$ cat config.mk
export PLATFORM = sky130hd
export DESIGN_NAME = top
export DESIGN_NICKNAME = d
export VERILOG_FILES = /design/src/rtl/top.sv
export SDC_FILE = /design/constraint.sdc
export NUM_CORES = 1
export LEC_CHECK = 0
export ABC_CLOCK_PERIOD_IN_PS = 3700
export CORE_MARGIN = 10
export CORE_UTILIZATION = 40
export DETAILED_ROUTE_END_ITERATION = 8
export HOLD_SLACK_MARGIN = 0.03
export SLEW_MARGIN = 20
export SYNTH_ARGS = -nofsm -noshare
export SYNTH_HDL_FRONTEND = slang
export SYNTH_SLANG_ARGS = --single-unit
$ cat constraint.sdc
create_clock -name clk -period 3.7 [get_ports clk]
set_input_delay 1.11 -clock clk [delete_from_list [all_inputs] [get_ports clk]]
set_output_delay 1.11 -clock clk [all_outputs]
set_load 0.005 [all_outputs]
$ cat src/rtl/top.sv
// Keypad-driven three-motor dispenser: 4x4 keypad scan, 3-digit entry, muxed 7-seg display,
// per-digit motor timers. Define STAR_CLEAR_EN to make '*' clear the entry while idle.
module top #(
    parameter int unsigned UNIT_CYCLES = 4,
    parameter int unsigned DISP_DIV    = 4
) (
    input  logic       clk,
    input  logic       reset,
    input  logic       enter,
    input  logic [3:0] fila,
    output logic [3:0] col,
    output logic [6:0] segmentos,
    output logic [2:0] enable,
    output logic [2:0] Motores
);

    localparam int unsigned MotW = $clog2(9 * UNIT_CYCLES + 1);
    localparam int unsigned DivW = (DISP_DIV > 1) ? $clog2(DISP_DIV) : 1;

    typedef enum logic {StIdle, StLoad} state_e;

    state_e                 state_q, state_d;
    logic [3:0]             col_q;
    logic [3:0]             fila_prev_q;
    logic                   enter_prev_q;
    logic [2:0][3:0]        dig_q, dig_d;
    logic [1:0]             count_q, count_d;
    logic [2:0][MotW-1:0]   mot_q, mot_d;
    logic [DivW-1:0]        div_q;
    logic [2:0]             enable_q;

    logic       press, enter_rise, key_digit, key_star;
    logic [1:0] row_idx, col_idx;
    logic [3:0] key_val;
    logic [3:0] disp_dig;

    assign press      = (fila != 4'b0) && (fila_prev_q == 4'b0);
    assign enter_rise = enter && !enter_prev_q;

    // Lowest set row bit wins when several rows are active.
    always_comb begin
        row_idx = 2'd3;
        if (fila[0])      row_idx = 2'd0;
        else if (fila[1]) row_idx = 2'd1;
        else if (fila[2]) row_idx = 2'd2;
        col_idx = 2'd0;
        case (col_q)
            4'b0010: col_idx = 2'd1;
            4'b0100: col_idx = 2'd2;
            4'b1000: col_idx = 2'd3;
            default: col_idx = 2'd0;
        endcase
    end

    always_comb begin
        key_val   = 4'd0;
        key_digit = 1'b1;
        key_star  = 1'b0;
        case ({row_idx, col_idx})
            4'h0: key_val = 4'd1;
            4'h1: key_val = 4'd2;
            4'h2: key_val = 4'd3;
            4'h4: key_val = 4'd4;
            4'h5: key_val = 4'd5;
            4'h6: key_val = 4'd6;
            4'h8: key_val = 4'd7;
            4'h9: key_val = 4'd8;
            4'hA: key_val = 4'd9;
            4'hD: key_val = 4'd0;
            4'hC: begin
                key_digit = 1'b0;
                key_star  = 1'b1;
            end
            default: key_digit = 1'b0;
        endcase
    end

    always_comb begin
        state_d = state_q;
        dig_d   = dig_q;
        count_d = count_q;
        mot_d   = mot_q;
        case (state_q)
            StIdle: begin
                // Enter takes priority over a simultaneous key press.
                if (enter_rise && (count_q != 2'd0)) begin
                    for (int i = 0; i < 3; i++) begin
                        mot_d[i] = MotW'(32'(dig_q[i]) * UNIT_CYCLES);
                    end
                    state_d = StLoad;
                end else if (press && key_digit) begin
                    if (count_q == 2'd3) begin
                        dig_d   = '0;
                        count_d = 2'd0;
                    end else begin
                        dig_d   = {dig_q[1], dig_q[0], key_val};
                        count_d = count_q + 2'd1;
                    end
                end
`ifdef STAR_CLEAR_EN
                else if (press && key_star) begin
                    dig_d   = '0;
                    count_d = 2'd0;
                end
`endif
            end
            StLoad: begin
                for (int i = 0; i < 3; i++) begin
                    if (mot_q[i] != '0) mot_d[i] = mot_q[i] - MotW'(1);
                end
                if (mot_d == '0) state_d = StIdle;
            end
            default: state_d = StIdle;
        endcase
    end

    always_ff @(posedge clk or negedge reset) begin
        if (!reset) begin
            state_q      <= StIdle;
            col_q        <= 4'b0001;
            fila_prev_q  <= 4'b0;
            enter_prev_q <= 1'b0;
            dig_q        <= '0;
            count_q      <= 2'd0;
            mot_q        <= '0;
            div_q        <= '0;
            enable_q     <= 3'b001;
        end else begin
            state_q      <= state_d;
            col_q        <= {col_q[2:0], col_q[3]};
            fila_prev_q  <= fila;
            enter_prev_q <= enter;
            dig_q        <= dig_d;
            count_q      <= count_d;
            mot_q        <= mot_d;
            if (div_q == DivW'(DISP_DIV - 1)) begin
                div_q    <= '0;
                enable_q <= {enable_q[1:0], enable_q[2]};
            end else begin
                div_q <= div_q + DivW'(1);
            end
        end
    end

    always_comb begin
        disp_dig = dig_q[0];
        case (enable_q)
            3'b010:  disp_dig = dig_q[1];
            3'b100:  disp_dig = dig_q[2];
            default: disp_dig = dig_q[0];
        endcase
        case (disp_dig)
            4'd0:    segmentos = 7'b0111111;
            4'd1:    segmentos = 7'b0000110;
            4'd2:    segmentos = 7'b1011011;
            4'd3:    segmentos = 7'b1001111;
            4'd4:    segmentos = 7'b1100110;
            4'd5:    segmentos = 7'b1101101;
            4'd6:    segmentos = 7'b1111101;
            4'd7:    segmentos = 7'b0000111;
            4'd8:    segmentos = 7'b1111111;
            4'd9:    segmentos = 7'b1101111;
            default: segmentos = 7'b0000000;
        endcase
    end

    assign col    = col_q;
    assign enable = enable_q;
    for (genvar i = 0; i < 3; i++) begin : g_mot
        assign Motores[i] = (mot_q[i] != '0);
    end

endmodule

==> results of run 1 <==
[where the power goes]
group	leakage, nW	internal (mW)	switching, mW
clock network	0.0412	0.133	0.181
registers	0.587	0.639	0.178
logic	0.834	0.452	0.418
[final cells by class]
| class | instances | area share (%) |
|---|---|---|
| Clock buffer | 6 | 2.15 |
| Clock inverter | 2 | 0.371 |
| Timing Repair Buffer | 31 | 8.54 |
| Tap cell | 99 | 3.67 |
| Sequential cell | 47 | 35.0 |
| Multi-Input combinational cell | 243 | 48.4 |
| Inverter | 17 | 1.89 |
[logic make-up (layout without fill, tap and decap cells)]
family,count (synthesis),in the layout,synth area share [%]
flops,47,47,40.1
compound gates,83,83,19.0
simple gates,119,119,20.7
mux,17,17,6.31
buf+inv,31,56,4.99
xor+xnor,11,11,3.28
fa+ha+maj,13,13,5.54
[metal layers]
layer / vias up / wire, um / global-route usage, %
met5: - / 0 / 0
met3: 9 / 230 / 2.68
met1: 1097 / 3180 / 15.5
met2: 35 / 3020 / 18.9
li1: 1180 / - / -
met4: 0 / 93 / 4.16
[synthesized netlist by cell type, types with 3 or more instances]
master / n
a211oi_1: 3
a21o_1: 4
a21oi_1: 17
a31oi_1: 5
and3_1: 3
buf_6: 4
clkbuf_1: 10
dfrtp_1: 45
ha_1: 13
inv_1: 17
mux2_2: 8
mux2i_1: 8
nand2_1: 38
nand2b_1: 10
nand3_1: 3
nor2_1: 25
nor2b_1: 9
nor3_1: 13
o211ai_1: 3
o21ai_0: 29
o22ai_1: 3
xnor2_1: 9
[flip-flops by register name, indices dropped and copies added, names as in the netlist]
signal and flops:
count_q 2, dig_q 12, state_q 1, mot_q 18
enable 3, div_q 2, enter_prev_q 1, col 4
fila_prev_q 4
[through the flow]
step                hold WS (ns)  power, mW  setup WS, ns  cell area (um2)  setup TNS (ns)
global route               0.439       2.17      -0.00361             3370        -0.00361
detailed placement         0.420       1.71        0.0941             3250               0
CTS                        0.434       2.02        0.0126             3360               0
floorplan                  0.394       1.45         0.497             2940               0
global placement           0.413       1.69         0.181             3250               0
finish                     0.432       2.00         0.140             3370               0
[worst reg2reg max path: stages, from the launching register on]
cell      delay [ns]
dfrtp_1         0.45
inv_1           0.11
ha_1            0.24
or4b_1          0.50
nand2b_1        0.20
o21ai_0         0.29
and4_1          0.26
a31oi_1         0.09
[what timing repair did]
action | in CTS | in global routing
buffers inserted | 2 | 0
resized for setup | 8 | 5
setup endpoints to repair | 5 | 4
[final timing paths]
check	end	slack (ns)	cells past startpoint	startpoint
max	segmentos[2]	0.14	7	enable[0]
min	div_q[0]	0.43	1	div_q[0]
max reg2reg	state_q	1.43	7	mot_q[12]
min reg2reg	div_q[0]	0.43	1	div_q[0]
max in group asynchronous	mot_q[10]	2.47	1	reset
min in group asynchronous	mot_q[3]	0.80	1	reset
==> results.json, run 1 <==
{
  "status": "finished, final reports clean",
  "clk_pin_slew_ns": 0.09,
  "fillers": 720,
  "htree_levels": 2,
  "globalplace.congestion": 0.838,
  "grt_pass1_vias": 2253,
  "cp.required_ns": 2.59,
  "place_inst": 435,
  "synth-edff-count": 0,
  "clockBufferDepth": 2,
  "syn_nets": 341,
  "die_w_um": 106,
  "drc": 0,
  "end_kind": "primary output",
  "async_flop_share_pct": 100,
  "syn_inst": 321,
  "antenna_found_initial": 0,
  "max_cap_violations": 0,
  "maxSlewViolCount": 0,
  "rows": 31,
  "cp.arrival_ns": 2.45,
  "syn_area_um2": 2940,
  "path_cells": "nand2b_1 -> or2_2 -> o221ai_4 -> buf_4 -> nand3_1 -> nand2_1 -> clkdlybuf4s50_1",
  "drt_wl_total_um": 6520,
  "gr-total-overflow": 0,
  "yosysUniqueCellTypes": 54,
  "drive_above_1_share_pct": 13.0,
  "synth-main-ff-cell": "dfrtp_1",
  "cp-start-kind": "register",
  "cp_max_fo": 8,
  "final_util_pct": 46.7,
  "finalSetupViolations": 0,
  "ys_top_cells_by_area": "dfrtp_1, ha_1, o21ai_0",
  "portBuffers": 23,
  "hold_buffers": 0,
  "vias": 2321,
  "worst-setup-path-type": "reg -> out",
  "critPathBufInv": 2,
  "dp_hpwl_um": 4670,
  "synth_warnings": 0,
  "clock_latency_ns": 0.31,
  "pin_count": 24,
  "multiInputGateArea_um2": 1630,
  "cpPeakStageDelay_ns": 0.50,
  "tightest_slew_ns": 0.721,
  "syn_to_final_growth_pct": 14.8,
  "netlist.area_leader.share_pct": 38.3,
  "critPathSlowestCell": "clkdlybuf4s50_1",
  "cp_top_family": "simple AND/OR/NAND/NOR gates",
  "grt_pass1_wl_um": 11000,
  "cts_sinks": 47,
  "fin_nets": 365,
  "start_util_pct": 40.7,
  "ir_worst_vdd_v": 0.000196,
  "layout.cells.non_filler": 445,
  "synth-seq-area-share_pct": 40.1,
  "fin_skew_ns": 0.0114,
  "firstDrtPassIters": 4,
  "synth_area_per_cell_um2": 9.15,
  "seq_area_um2": 1180,
  "postRouteAntennaNets": 0,
  "drt_iter0_markers": 83,
  "finalCriticalPeriod_ns": 3.56,
  "cts_made_buffers": 5,
  "p_per_area_nw_per_um2": 594,
  "die_h_um": 106,
  "root_buffer": "clkbuf_8",
  "leakage_nw": 1.46,
  "period_share_pct": 96.2,
  "hold_viol": 0,
  "hold_class": "reg -> reg",
  "track_usage_pct": 11.9,
  "final_cell_mix": "dfrtp_1, nand2_1, o21ai_0",
  "cts_tree": "built",
  "die_area_um2": 11200,
  "grt_max_degree": 48,
  "slew_headroom_pct": 51.9,
  "fmax_ghz": 0.281,
  "routedWlPerCell_um": 14.7,
  "n_antenna_cell": 0,
  "yosys.area.top_type": "dfrtp_1",
  "final_common_cell": "dfrtp_1",
  "ys_seq_elements": 47,
  "vias_per_cell": 5.22,
  "core_um2": 7210
}
No activity file was read; power rests on OpenSTA's default activity.
==> run 2, diff against run 1 <==
Settings changed: ABC_CLOCK_PERIOD_IN_PS 3700 to 3900, GPL_ROUTABILITY_DRIVEN from default to 0.
Clock period 3.7 ns to 3.9 ns, I/O delays scaled along.
==> results.json, run 2 (synthesis results as in run 1) <==
{
  "grt_pass1_vias": 2363,
  "place_inst": 433,
  "critPathLaunch": "enable[0]",
  "clock_latency_ns": 0.29,
  "fin_skew_ns": 0.00759,
  "drt_iter0_markers": 110,
  "drt_wl_total_um": 6550,
  "dp_hpwl_um": 4690,
  "fmax_ghz": 0.265,
  "hold_path.startpoint": "div_q[0]",
  "root_buffer": "clkbuf_8",
  "cp.arrival_ns": 2.60,
  "grt_max_degree": 48,
  "finalSetupViolations": 0,
  "rows": 31,
  "max_cap_violations": 0,
  "postRouteAntennaNets": 0,
  "vias": 2302,
  "largest-register": "mot_q",
  "worst_slack_ns": 0.128,
  "final_util_pct": 47.0,
  "rsz0062_at_grt": "false",
  "maxSlewViolCount": 0,
  "reg.largest.list": "mot_q: 18 flops, dig_q: 12 flops",
  "portBuffers": 23,
  "final_common_cell": "dfrtp_1",
  "dpl_cell_area_um2": 3230,
  "grt_pass1_wl_um": 11500,
  "syn_to_final_growth_pct": 15.6,
  "finalCriticalPeriod_ns": 3.77,
  "hold_viol": 0,
  "core_um2": 7210,
  "tightest_slew_ns": 0.765,
  "status": "finished, final reports clean",
  "die_w_um": 106,
  "drc": 0,
  "cts_made_buffers": 5,
  "layout.cells.non_filler": 442,
  "cts_tree": "built",
  "fin_total_pwr_mw": 1.98,
  "worstReg2RegStart": "mot_q[12]",
  "totalNegativeSetupSlack_ns": 0,
  "cts_sinks": 47,
  "n_antenna_cell": 0,
  "ir_worst_vdd_v": 0.000293,
  "leakage_nw": 1.48,
  "hold_class": "reg -> reg",
  "final_area_um2": 3390,
  "largest_reg_flops": 18,
  "vias_per_cell": 5.21,
  "die_h_um": 106,
  "cp-start-kind": "register",
  "end_kind": "primary output",
  "start_util_pct": 40.7,
  "slew_headroom_pct": 49.0,
  "htree_levels": 2,
  "fin_nets": 362,
  "cp_max_fo": 6,
  "p_per_area_nw_per_um2": 583,
  "whs_ns": 0.437,
  "pin_count": 24,
  "clk_pin_slew_ns": 0.09,
  "clockBufferDepth": 2,
  "routedWlPerCell_um": 14.8,
  "track_usage_pct": 12.1,
  "worst-setup-path-type": "reg -> out",
  "final_cell_mix": "dfrtp_1, nand2_1, o21ai_0",
  "cp.required_ns": 2.73,
  "drive_above_1_share_pct": 12.5,
  "firstDrtPassIters": 4,
  "gr-total-overflow": 0,
  "die_area_um2": 11200,
  "post-place-ws_ns": 0.289,
  "period_share_pct": 96.7,
  "antenna_found_initial": 0
}
==> run 2: path summary, 6_finish.rpt <==
check,endpoint,slack [ns],cells after the start
max,segmentos[6],0.13,8
min,div_q[0],0.44,1
max reg2reg,state_q,1.66,7
min reg2reg,div_q[0],0.44,1
max in group asynchronous,enable[1],2.58,1
min in group asynchronous,state_q,0.88,1
==> run 2: cell type report <==
cell class | count | area [um2]
multi-input cells | 243 | 1630
flip-flops and latches | 47 | 1180
inverters | 17 | 63.8
well taps | 99 | 124
fillers | 737 | 3820
clock inverters | 2 | 35.0
clock buffers | 6 | 82.6
repair buffers | 28 | 274
==> run 2: where the power goes <==
part | internal [mW] | switching, mW
Combinational | 0.433 | 0.396
Clock | 0.208 | 0.165
Sequential | 0.607 | 0.171
Total | 1.25 | 0.732
==> run 2: what timing repair did <==
action / 4_1_cts / 5_1_grt
pin swaps: 0 / 1
buffers inserted: 0 / 1
hold buffers: 0 / 0
endpoints found under the setup margin: 1 / 3
resized for setup: 3 / 7
==> run 2: layer usage <==
metal / GRT usage (%) / vias up / part of all wire (%)
li1: - / 1169 / -
met1: 16.1 / 1106 / 50
met2: 19.8 / 25 / 47
met3: 2.62 / 2 / 2.8
met4: 2.22 / 0 / 0.31
met5: 0 / - / 0
==> run 2: worst max-delay path, stage by stage, from the launching register on <==
cell	delay, ns
dfstp_2	0.40
nand2b_1	0.14
or2_2	0.33
o221ai_2	0.18
inv_1	0.11
ha_1	0.21
mux2_2	0.25
o21ai_0	0.15
clkdlybuf4s50_1	0.53
==> run 3, diff against run 2 <==
Settings changed: CORE_UTILIZATION 40 to 58, PLACE_DENSITY from default to 0.8.
==> results.json, run 3 (synthesis results as in run 1) <==
{
  "power_switching_share_pct": 38.4,
  "fin_nets": 363,
  "hold_path.startpoint": "div_q[0]",
  "critPathSlowestCell": "clkdlybuf4s50_1",
  "root_buffer": "clkbuf_8",
  "max_cap_violations": 0,
  "fin_skew_ns": 0.00677,
  "final_cell_mix": "dfrtp_1, nand2_1, o21ai_0",
  "hold_buffers": 0,
  "cts_tree": "built",
  "cp.arrival_ns": 2.55,
  "fmax_ghz": 0.268,
  "track_usage_pct": 15.3,
  "rows": 25,
  "path_cells": "nand2b_1 -> or2_2 -> o221ai_2 -> inv_1 -> ha_1 -> inv_1 -> nor2_1 -> o21ai_0 -> clkdlybuf4s50_1",
  "n_antenna_cell": 0,
  "p_switching_uw": 729,
  "drc": 0,
  "cts_made_buffers": 5,
  "syn_to_final_growth_pct": 13.0,
  "slew_headroom_pct": 52.2,
  "period_share_pct": 95.5,
  "cp-start-kind": "register",
  "worstReg2RegStart": "mot_q[12]",
  "pin_count": 24,
  "clock_latency_ns": 0.31,
  "finalCriticalPeriod_ns": 3.72,
  "cp.required_ns": 2.73,
  "seqPwrFrac_pct": 40.7,
  "finalSetupViolations": 0,
  "clk_pin_slew_ns": 0.08,
  "portBuffers": 23,
  "critPathMostFrequentCell": "inv_1",
  "reg.largest.list": "mot_q: 18 flops, dig_q: 12 flops",
  "largest_reg_flops": 18,
  "hold_viol": 0,
  "antenna_found_initial": 0,
  "worst-setup-path-type": "reg -> out",
  "combPwrFrac_pct": 43.8,
  "gr-total-overflow": 0,
  "seq_area_um2": 1180,
  "drt_iter0_markers": 118,
  "cts_sinks": 47,
  "firstDrtPassIters": 4,
  "die_w_um": 91.2,
  "clockBufferDepth": 2,
  "grt_pass1_vias": 2278,
  "htree_levels": 2,
  "p_per_area_nw_per_um2": 572,
  "dp_hpwl_um": 4560,
  "ir_worst_vdd_v": 0.000243,
  "grt_max_degree": 31,
  "grt_pass1_wl_um": 10800,
  "fillers": 403,
  "core_um2": 4820,
  "critPathBufInv": 3,
  "worst_slack_ns": 0.175,
  "post-place-ws_ns": 0.269,
  "cpPeakStageDelay_ns": 0.52,
  "hold_class": "reg -> reg",
  "leakage_nw": 1.47,
  "start_util_pct": 61.0,
  "postRouteAntennaNets": 0,
  "cp_max_fo": 9,
  "critPathLaunch": "enable[0]",
  "clockPowerShare_pct": 15.5,
  "multiInputGateArea_um2": 1630,
  "die_area_um2": 8310,
  "maxSlewViolCount": 0,
  "drive_above_1_share_pct": 12.5,
  "largest-register": "mot_q",
  "vias_per_cell": 5.68,
  "die_h_um": 91.2,
  "status": "finished, final reports clean",
  "post_cts_buffers": 0,
  "drt_wl_total_um": 6160,
  "p_int_mw": 1.17,
  "vias": 2334,
  "routedWlPerCell_um": 15.0,
  "tightest_slew_ns": 0.716,
  "final_common_cell": "dfrtp_1",
  "end_kind": "primary output",
  "cp_top_family": "buffers and inverters",
  "whs_ns": 0.435
}
run 3: timing repair:
action                                  4_1_cts  5_1_grt
endpoints found under the setup margin        1        3
pin swaps                                     0        0
endpoints found under the hold margin         0        0
gates resized for setup                       2        5
run 3: worst reg2reg max path: cells and delay by family, from the launching register on:
kind / cells / cell delay, ns
compound gates: 2 / 0.38
fa+ha+maj: 1 / 0.23
buf+inv: 1 / 0.10
flops: 1 / 0.44
simple gates: 3 / 0.91
run 3: final timing paths:
| path | end | slack (ns) | depth (start not counted) |
|---|---|---|---|
| worst max-delay path | segmentos[1] | 0.18 | 9 |
| worst min-delay path | div_q[0] | 0.43 | 1 |
| worst max register to register | state_q | 1.69 | 7 |
| worst min register to register | div_q[0] | 0.43 | 1 |
| max in group asynchronous | mot_q[9] | 2.33 | 2 |
| min in group asynchronous | fila_prev_q[3] | 0.88 | 1 |
run 3: through the flow:
step / TNS (ns) / cell area [um2] / std cells / power, mW / utilization [%]
final: 0 / 3320 / 411 / 1.90 / 68.9
after global routing: -0.00387 / 3320 / 411 / 2.06 / 68.9
after CTS: 0 / 3300 / 411 / 1.91 / 68.5
after detailed placement: 0 / 3210 / 403 / 1.61 / 66.6
after global placement: 0 / 3210 / 403 / 1.58 / 66.6
after floorplan: 0 / 2940 / 321 / 1.38 / -
run 3: power groups by stage:
stage                     Clock, mW  Combinational [mW]  Sequential (mW)
after floorplan                   0               0.661            0.716
after global placement            0               0.810            0.773
after detailed placement          0               0.836            0.778
after CTS                     0.304               0.837            0.768
after global routing          0.324               0.939            0.793
final                         0.295               0.831            0.772
run 3: final cells by class:
class / count / area share, %
Clock buffer: 5 / 2.07
Timing Repair Buffer: 29 / 8.25
Inverter: 17 / 1.92
Multi-Input combinational cell: 243 / 49.2
Sequential cell: 47 / 35.5
Tap cell: 67 / 2.53
Clock inverter: 3 / 0.565
run 3: layer usage:
layer  track usage [%]  vias to the layer above  routed length, um
li1                  -                     1171                  -
met1              18.9                     1122               2790
met2              26.5                       34               3080
met3              2.63                        7                207
met4              4.83                        0                 76
met5                 0                        -                  0
